==> src/rtl/decode_pkg.sv <==
// Decoded micro-op format shared by the issue queues and execute stages.
package decode_pkg;

  typedef struct packed {
    logic [11:0] imm;
    logic        is_store;
    logic [1:0]  mem_size;
    logic        mem_unsigned;
  } uop_t;

endpackage

==> src/rtl/lsu_pkg.sv <==
// Load/store unit shared types: FSM states, access-size encodings and
// byte-mask / load-extension helpers used by lsu_align and the store buffer.
package lsu_pkg;

  localparam int XLEN   = 32;
  localparam int NBYTES = XLEN / 8;

  localparam logic [1:0] SZ_B = 2'd0;
  localparam logic [1:0] SZ_H = 2'd1;
  localparam logic [1:0] SZ_W = 2'd2;

  typedef enum logic [2:0] {
    ST_IDLE  = 3'd0,
    ST_SBWR  = 3'd1,
    ST_FWD   = 3'd2,
    ST_DREQ  = 3'd3,
    ST_DWAIT = 3'd4,
    ST_WB    = 3'd5
  } lsu_state_e;

  // Lanes pushed past byte 3 are dropped rather than wrapped.
  function automatic logic [NBYTES-1:0] size_mask(input logic [1:0] size,
                                                  input logic [1:0] off);
    logic [NBYTES-1:0]   base;
    logic [2*NBYTES-1:0] wide;
    case (size)
      SZ_B:    base = 4'b0001;
      SZ_H:    base = 4'b0011;
      default: base = 4'b1111;
    endcase
    wide = {{NBYTES{1'b0}}, base} << off;
    return wide[NBYTES-1:0];
  endfunction

  function automatic logic misaligned(input logic [1:0] size, input logic [1:0] off);
    case (size)
      SZ_B:    return 1'b0;
      SZ_H:    return off[0];
      default: return (off != 2'b00);
    endcase
  endfunction

  function automatic logic [XLEN-1:0] load_extend(input logic [XLEN-1:0] word,
                                                  input logic [1:0] size,
                                                  input logic is_unsigned);
    case (size)
      SZ_B:    return is_unsigned ? {24'h000000, word[7:0]}
                                  : {{24{word[7]}}, word[7:0]};
      SZ_H:    return is_unsigned ? {16'h0000, word[15:0]}
                                  : {{16{word[15]}}, word[15:0]};
      default: return word;
    endcase
  endfunction

endpackage

==> src/rtl/lsu_align.sv <==
// Combinational lane logic: byte mask, store data lane shift and load
// extract/extend. Shared with the store buffer.
module lsu_align
  import lsu_pkg::*;
#(
  parameter int DATA_W = XLEN
) (
  input  logic [1:0]          ea_lo,
  input  logic [1:0]          size,
  input  logic                is_unsigned,
  input  logic [DATA_W-1:0]   st_data,
  input  logic [DATA_W-1:0]   ld_word,
  output logic [DATA_W/8-1:0] mask,
  output logic [DATA_W-1:0]   st_lane,
  output logic [DATA_W-1:0]   ld_result
);

  logic [4:0] sh_s;

  assign sh_s      = {ea_lo, 3'b000};
  assign mask      = size_mask(size, ea_lo);
  assign st_lane   = st_data << sh_s;
  assign ld_result = load_extend(ld_word >> sh_s, size, is_unsigned);

endmodule

==> src/rtl/lsu_exec.sv <==
// Load/store execute stage: address generation, store-buffer write,
// forwarding query, D-cache read and CDB writeback.
// Optional build macro: LSU_MISALIGN_EXC_EN (misaligned accesses trap).
module lsu_exec
  import decode_pkg::*;
  import lsu_pkg::*;
#(
  parameter int DATA_W = 32,
  parameter int TAG_W  = 6,
  parameter int SB_W   = 4
) (
  input  logic                clk,
  input  logic                rst,
  input  logic                flush_i,
  input  logic                lsu_en_i,
  input  uop_t                lsu_uop_i,
  input  logic [DATA_W-1:0]   lsu_v1_i,
  input  logic [DATA_W-1:0]   lsu_v2_i,
  input  logic [TAG_W-1:0]    lsu_dst_i,
  input  logic [SB_W-1:0]     lsu_sb_id_i,
  output logic                fu_ready_o,
  output logic                sb_wr_en_o,
  output logic [SB_W-1:0]     sb_wr_id_o,
  output logic [DATA_W-1:0]   sb_wr_addr_o,
  output logic [DATA_W-1:0]   sb_wr_data_o,
  output logic [DATA_W/8-1:0] sb_wr_mask_o,
  output logic [DATA_W-1:0]   sb_fwd_addr_o,
  output logic [DATA_W/8-1:0] sb_fwd_mask_o,
  output logic [SB_W-1:0]     sb_fwd_id_o,
  input  logic                sb_fwd_hit_i,
  input  logic [DATA_W-1:0]   sb_fwd_data_i,
  input  logic                sb_fwd_stall_i,
  output logic                dc_req_valid_o,
  input  logic                dc_req_ready_i,
  output logic [DATA_W-1:0]   dc_req_addr_o,
  input  logic                dc_rsp_valid_i,
  input  logic [DATA_W-1:0]   dc_rsp_data_i,
  output logic                cdb_valid_o,
  input  logic                cdb_ready_i,
  output logic [TAG_W-1:0]    cdb_tag_o,
  output logic [DATA_W-1:0]   cdb_val_o,
  output logic                cdb_exc_o
);

  lsu_state_e          state_r, state_next_s;
  logic                fu_ready_r, sb_wr_en_r, dc_req_valid_r, cdb_valid_r, cdb_exc_r;
  logic                orphan_r, orphan_next_s;
  logic [TAG_W-1:0]    tag_r;
  logic [DATA_W-1:0]   ea_r, st_data_r, cdb_val_r;
  logic [1:0]          size_r;
  logic                uns_r;
  logic [SB_W-1:0]     sb_id_r;
  logic [DATA_W/8-1:0] mask_r;

  logic [DATA_W-1:0]   ea_s, ld_word_s, st_lane_s, ld_result_s;
  logic [DATA_W/8-1:0] mask_s;
  logic [1:0]          al_off_s, al_size_s;
  logic                accept_s, mis_s, load_done_s;

  assign ea_s     = lsu_v1_i + {{(DATA_W-12){lsu_uop_i.imm[11]}}, lsu_uop_i.imm};
  assign accept_s = lsu_en_i && fu_ready_r && !flush_i;

`ifdef LSU_MISALIGN_EXC_EN
  assign mis_s = misaligned(lsu_uop_i.mem_size, ea_s[1:0]);
`else
  assign mis_s = 1'b0;
`endif

  // The aligner serves the incoming uop while idle, the latched load afterwards.
  assign al_off_s  = (state_r == ST_IDLE) ? ea_s[1:0] : ea_r[1:0];
  assign al_size_s = (state_r == ST_IDLE) ? lsu_uop_i.mem_size : size_r;
  assign ld_word_s = (state_r == ST_FWD) ? sb_fwd_data_i : dc_rsp_data_i;

  lsu_align #(.DATA_W(DATA_W)) u_align (
    .ea_lo       (al_off_s),
    .size        (al_size_s),
    .is_unsigned (uns_r),
    .st_data     (lsu_v2_i),
    .ld_word     (ld_word_s),
    .mask        (mask_s),
    .st_lane     (st_lane_s),
    .ld_result   (ld_result_s)
  );

  assign load_done_s = !flush_i &&
                       ((state_r == ST_FWD && !sb_fwd_stall_i && sb_fwd_hit_i) ||
                        (state_r == ST_DWAIT && dc_rsp_valid_i && !orphan_r));

  // Next-state logic; flush wins over every transition.
  always_comb begin
    state_next_s = state_r;
    if (flush_i) begin
      state_next_s = ST_IDLE;
    end else begin
      case (state_r)
        ST_IDLE: begin
          if (accept_s) begin
            if (mis_s)                   state_next_s = ST_WB;
            else if (lsu_uop_i.is_store) state_next_s = ST_SBWR;
            else                         state_next_s = ST_FWD;
          end else begin
            state_next_s = ST_IDLE;
          end
        end
        ST_SBWR: state_next_s = ST_WB;
        ST_FWD: begin
          if (sb_fwd_stall_i)    state_next_s = ST_FWD;
          else if (sb_fwd_hit_i) state_next_s = ST_WB;
          else                   state_next_s = ST_DREQ;
        end
        ST_DREQ: begin
          if (dc_req_valid_r && dc_req_ready_i) state_next_s = ST_DWAIT;
          else                                  state_next_s = ST_DREQ;
        end
        ST_DWAIT: begin
          if (dc_rsp_valid_i && !orphan_r) state_next_s = ST_DWAIT == ST_DWAIT ? ST_WB : ST_WB;
          else                             state_next_s = ST_DWAIT;
        end
        ST_WB: begin
          if (cdb_ready_i) state_next_s = ST_IDLE;
          else             state_next_s = ST_WB;
        end
        default: state_next_s = ST_IDLE;
      endcase
    end
  end

  // A cache read that was handed off but flushed leaves one response to discard.
  always_comb begin
    orphan_next_s = orphan_r;
    if (orphan_r && dc_rsp_valid_i) begin
      orphan_next_s = 1'b0;
    end else if (flush_i && ((state_r == ST_DWAIT && !dc_rsp_valid_i) ||
                             (state_r == ST_DREQ && dc_req_valid_r && dc_req_ready_i))) begin
      orphan_next_s = 1'b1;
    end else begin
      orphan_next_s = orphan_r;
    end
  end

  // State, registered handshake outputs and latched operation fields.
  always_ff @(posedge clk) begin
    if (rst) begin
      state_r        <= ST_IDLE;
      orphan_r       <= 1'b0;
      fu_ready_r     <= 1'b1;
      sb_wr_en_r     <= 1'b0;
      dc_req_valid_r <= 1'b0;
      cdb_valid_r    <= 1'b0;
      cdb_exc_r      <= 1'b0;
      cdb_val_r      <= {DATA_W{1'b0}};
      tag_r          <= {TAG_W{1'b0}};
      ea_r           <= {DATA_W{1'b0}};
      st_data_r      <= {DATA_W{1'b0}};
      size_r         <= 2'b00;
      uns_r          <= 1'b0;
      sb_id_r        <= {SB_W{1'b0}};
      mask_r         <= {(DATA_W/8){1'b0}};
    end else begin
      state_r        <= state_next_s;
      orphan_r       <= orphan_next_s;
      fu_ready_r     <= (state_next_s == ST_IDLE);
      sb_wr_en_r     <= (state_next_s == ST_SBWR);
      dc_req_valid_r <= (state_next_s == ST_DREQ) && !orphan_next_s;
      cdb_valid_r    <= (state_next_s == ST_WB);
      if (accept_s) begin
        tag_r     <= lsu_dst_i;
        ea_r      <= ea_s;
        size_r    <= lsu_uop_i.mem_size;
        uns_r     <= lsu_uop_i.mem_unsigned;
        sb_id_r   <= lsu_sb_id_i;
        st_data_r <= st_lane_s;
        mask_r    <= mask_s;
        cdb_val_r <= mis_s ? ea_s : {DATA_W{1'b0}};
        cdb_exc_r <= mis_s;
      end else if (load_done_s) begin
        cdb_val_r <= ld_result_s;
        cdb_exc_r <= 1'b0;
      end
    end
  end

  assign fu_ready_o     = fu_ready_r;
  assign sb_wr_en_o     = sb_wr_en_r;
  assign sb_wr_id_o     = sb_id_r;
  assign sb_wr_addr_o   = {ea_r[DATA_W-1:2], 2'b00};
  assign sb_wr_data_o   = st_data_r;
  assign sb_wr_mask_o   = mask_r;
  assign sb_fwd_addr_o  = {ea_r[DATA_W-1:2], 2'b00};
  assign sb_fwd_mask_o  = mask_r;
  assign sb_fwd_id_o    = sb_id_r;
  assign dc_req_valid_o = dc_req_valid_r;
  assign dc_req_addr_o  = {ea_r[DATA_W-1:2], 2'b00};
  assign cdb_valid_o    = cdb_valid_r;
  assign cdb_tag_o      = tag_r;
  assign cdb_val_o      = cdb_val_r;
`ifdef LSU_MISALIGN_EXC_EN
  assign cdb_exc_o      = cdb_exc_r;
`else
  assign cdb_exc_o      = 1'b0;
`endif

endmodule

==> config.mk <==
export PLATFORM = sky130hd
export DESIGN_NAME = lsu_exec
export DESIGN_NICKNAME = d
export VERILOG_FILES = /design/src/rtl/decode_pkg.sv /design/src/rtl/lsu_pkg.sv /design/src/rtl/lsu_align.sv /design/src/rtl/lsu_exec.sv
export SDC_FILE = /design/constraint.sdc
export NUM_CORES = 1
export LEC_CHECK = 0
export BUFFER_PORTS_ARGS = -buffer_cell sky130_fd_sc_hd__buf_2
export CAP_MARGIN = 0
export CORE_AREA = 2 2 135 137
export CTS_CLUSTER_SIZE = 10
export DETAILED_ROUTE_END_ITERATION = 8
export DIE_AREA = 0 0 137 139
export PLACE_DENSITY = 0.87
export SLEW_MARGIN = 20
export SYNTH_ARGS = -nofsm -noshare
export SYNTH_HDL_FRONTEND = slang
export SYNTH_SLANG_ARGS = --single-unit
==> constraint.sdc <==
create_clock -name clk -period 3.8 [get_ports clk]
set_clock_uncertainty 0.15 [all_clocks]
set_input_delay 0.57 -clock clk [delete_from_list [all_inputs] [get_ports clk]]
set_output_delay 0.57 -clock clk [all_outputs]
set_load 0.02 [all_outputs]
==> out/results.txt <==
Critical path's most frequent cell: mux2i_1
Post-CTS Resized: 0
Hold_buf cts: 0
Status: complete, no violations
Total Routing Usage GR: 0.265
Unrepaired setup endpoints after global routing: false
CTS tree: done
Internal power: 2860 µW
Detail Route Antenna Nets: 0
Leakage: 0.00470 µW
Die area: 19000 µm²
Clk buf depth: 2
# rows: 49
Max IR drop VDD: 288 µV
Initial core utilization: 0.453
Via Count: 8266
Fill count: 1670
Post-synth top flop: dfxtp_1
Inst Count DP: 1451
Yosys warning total: 0
Starting DRT DRC Count: 607
WP data arrival: 3.24 ns
Worst Path Required: 4.01 ns
Worst-Skew Late Latency: 0.42 ns
Area of the core: 17700 µm²
Number of global-route vias before repair: 7460
Final setup TNS: 0 ns
Total grt overflow: 0
Clock Pin Slew Worst Setup and Hold Paths: 0.06 ns
Reg2Reg Depth: 8
FMAX: 329 MHz
WP buf/inv: 1
Net count, final: 1436
Root buffer cell: clkbuf_16
Setup Viol. Count Final: 0
Flop-to-flop setup slack: 0.76 ns
DRC viols: 0
Power share of the combinational group: 0.266
Worst Setup End Kind: flop
Hold Vio Cnt, Final: 0
Worst setup path startpoint: state_r[0]
Max H-tree Level: 4
Worst Setup EP: cdb_val_o[25]
Finished Layout Cells: 1483
Avg WL per Cell: 17.7 µm
Worst Hold Path Cells: 3
Buffers inserted by post-CTS timing repair: 0
Family with the most delay on the worst path: multiplexers
Synthesized flop and latch total: 121
Number of synthesized flops with an enable pin: 0
Rel. slew slack: 0.520
CP max FO: 11
Tightest Pin Transition: 0.702 ns
Worst min path class: input port to flop
Critical-path top delay cell: a2111o_1
Synthesized area: 8000 µm²
Final worst-path cycle share: 0.799
Final GP Congestion: 0.938
Fin crit period: 3.04 ns
Share of cells above drive strength 1: 0.326
Critical path, cell by cell: nor3_2 -> buf_4 -> mux2i_4 -> mux2i_1 -> mux2i_1 -> a2111o_1 -> nand2_8 -> o221a_2
Initial antenna violation count: 1
DP HPWL: 20400 µm
Max-slew violation count: 0
P&R area growth vs syn: 21.8%
Final wirelength: 26200 µm
Switching Share: 0.336
Horiz. Die Dim: 137 µm
Async set-reset flop share out of synthesis: 0
Sequential area share after synthesis: 0.303
Worst reg2reg path startpoint: state_r[0]
CTS Sinks: 121
TritonCTS buffer count: 17
First-pass GRT wire length: 39400 µm
Clk pwr share: 0.412
R2r endpoint: cdb_val_o[25]
I/O pin count: 350
DRT Pass-1 Iters: 5
Synthesized area per cell: 7.78 µm²
Pwr/cell area: 442 nW/µm²
Worst path depth: 8
Synthesized netlist cell count: 1028
Max cap viols: 0
Crit path kind: flop to flop
I/O Buffers: 342
Seq pwr share: 0.322
Via-to-Cell Ratio: 5.57
Largest net degree at the start of global routing: 53
Largest stage delay on the critical path: 0.56 ns
Distinct cell type count after synthesis: 65
Total net switching power: 1450 µW
Die H: 139 µm
CP Launch Type: flop
==> per-stage QoR <==
stage / util / hold WS [ns] / power [µW] / area, µm² / setup slack, ns
after CTS: 0.552 / 0.225 / 4320 / 9750 / 0.801
after global placement: 0.516 / 0.286 / 2530 / 9110 / 0.472
after detailed placement: 0.516 / 0.292 / 2550 / 9110 / 0.442
after global routing: 0.552 / 0.230 / 4490 / 9750 / 0.624
after floorplan: - / 0.286 / 2270 / 8020 / 0.854
final: 0.552 / 0.241 / 4310 / 9750 / 0.765
==> registers in the layout (all words and copies together) (netlist names), 2 cells and up <==
register	flops
cdb_val_o	32
ea_r	32
sb_wr_data_o	32
cdb_tag_o	6
sb_fwd_id_o	4
sb_fwd_mask_o	4
state_r	3
size_r	2
==> tightest hold or removal path, cell delays in order <==
cell and delay (ns):
buf_2 0.10, nand2_1 0.04, a21oi_1 0.05
==> worst min path at each step <==
stage / startpoint / endpoint / slack [ns]
3_5_place_dp: sb_wr_data_o[14] / sb_wr_data_o[14] / 0.29
5_1_grt: lsu_dst_i[1] / cdb_tag_o[1] / 0.23
4_1_cts: lsu_dst_i[1] / cdb_tag_o[1] / 0.22
6_report: lsu_dst_i[0] / cdb_tag_o[0] / 0.24
3_3_place_gp: sb_wr_data_o[14] / sb_wr_data_o[14] / 0.29
2_1_floorplan: size_r[0] / size_r[0] / 0.29
==> placed cells by master (no fill, tap or decap), types with 4 or more instances in the layout <==
cell type,Yosys,layout
a21o_1,14,14
bufinv_16,0,4
mux2i_1,48,46
conb_1,1,7
nand3_1,40,40
o221a_2,10,10
buf_4,106,12
nor3_1,21,20
nor2b_1,13,13
clkbuf_16,0,17
o21ai_0,63,63
o211ai_1,14,14
nor2_1,57,55
dfxtp_1,121,121
inv_6,0,6
o21bai_1,5,5
ha_1,31,31
xnor2_1,14,14
buf_2,7,342
inv_1,9,9
and3_1,10,10
a31oi_1,11,11
a21oi_1,82,82
a211oi_1,31,31
a22o_1,9,9
a221oi_1,9,9
o21a_1,5,5
nand2_1,173,173
nand2b_1,6,6
xor2_1,10,10
==> logic make-up after synthesis <==
kind of cell | synth area share
mux | 0.0643
compound gates | 0.227
flops | 0.303
buf+inv | 0.135
xor+xnor | 0.0263
simple gates | 0.193
fa+ha+maj | 0.0510
other cells | 0.000469
==> synthesized netlist by cell type (7+ instances only) <==
library cell / number / area [µm²]
a211oi_1: 31 / 233
a21o_1: 14 / 105
a21oi_1: 82 / 410
a221oi_1: 9 / 78.8
a22o_1: 9 / 78.8
a31oi_1: 11 / 68.8
and3_1: 10 / 62.6
buf_1: 10 / 37.5
buf_2: 7 / 35.0
buf_4: 106 / 796
clkbuf_1: 41 / 154
dfxtp_1: 121 / 2420
ha_1: 31 / 388
inv_1: 9 / 33.8
mux2i_1: 48 / 480
nand2_1: 173 / 649
nand3_1: 40 / 200
nor2_1: 57 / 214
nor2b_1: 13 / 81.3
nor3_1: 21 / 105
o211ai_1: 14 / 105
o21ai_0: 63 / 315
o221a_2: 10 / 113
xnor2_1: 14 / 123
xor2_1: 10 / 87.6
==> per-layer routing <==
layer  up-vias  GRT usage  routed length, µm
li1       3970          -                  -
met3        63     0.0501               1990
met5         -          0                  0
met1      3790      0.319              10300
met2       443      0.453              13000
met4         0      0.116                953
==> power groups by stage <==
stage	clock (µW)	sequential, µW	combinational, µW
finish	1770	1390	1150
global route	1850	1390	1250
CTS	1790	1390	1140
detailed placement	0	1410	1140
global placement	0	1410	1120
floorplan	0	1440	829
==> area by class of cell <==
class / instances / area [µm²] / share of cell area
diodes: 1 / 2.50 / 0.000257
inverters: 9 / 33.8 / 0.00347
repair buffers: 354 / 1800 / 0.185
well taps: 229 / 287 / 0.0294
clock inverters: 14 / 209 / 0.0214
flip-flops and latches: 121 / 2420 / 0.248
clock buffers: 17 / 425 / 0.0436
multi-input cells: 738 / 4570 / 0.469
(Power assumes the default switching activity.)
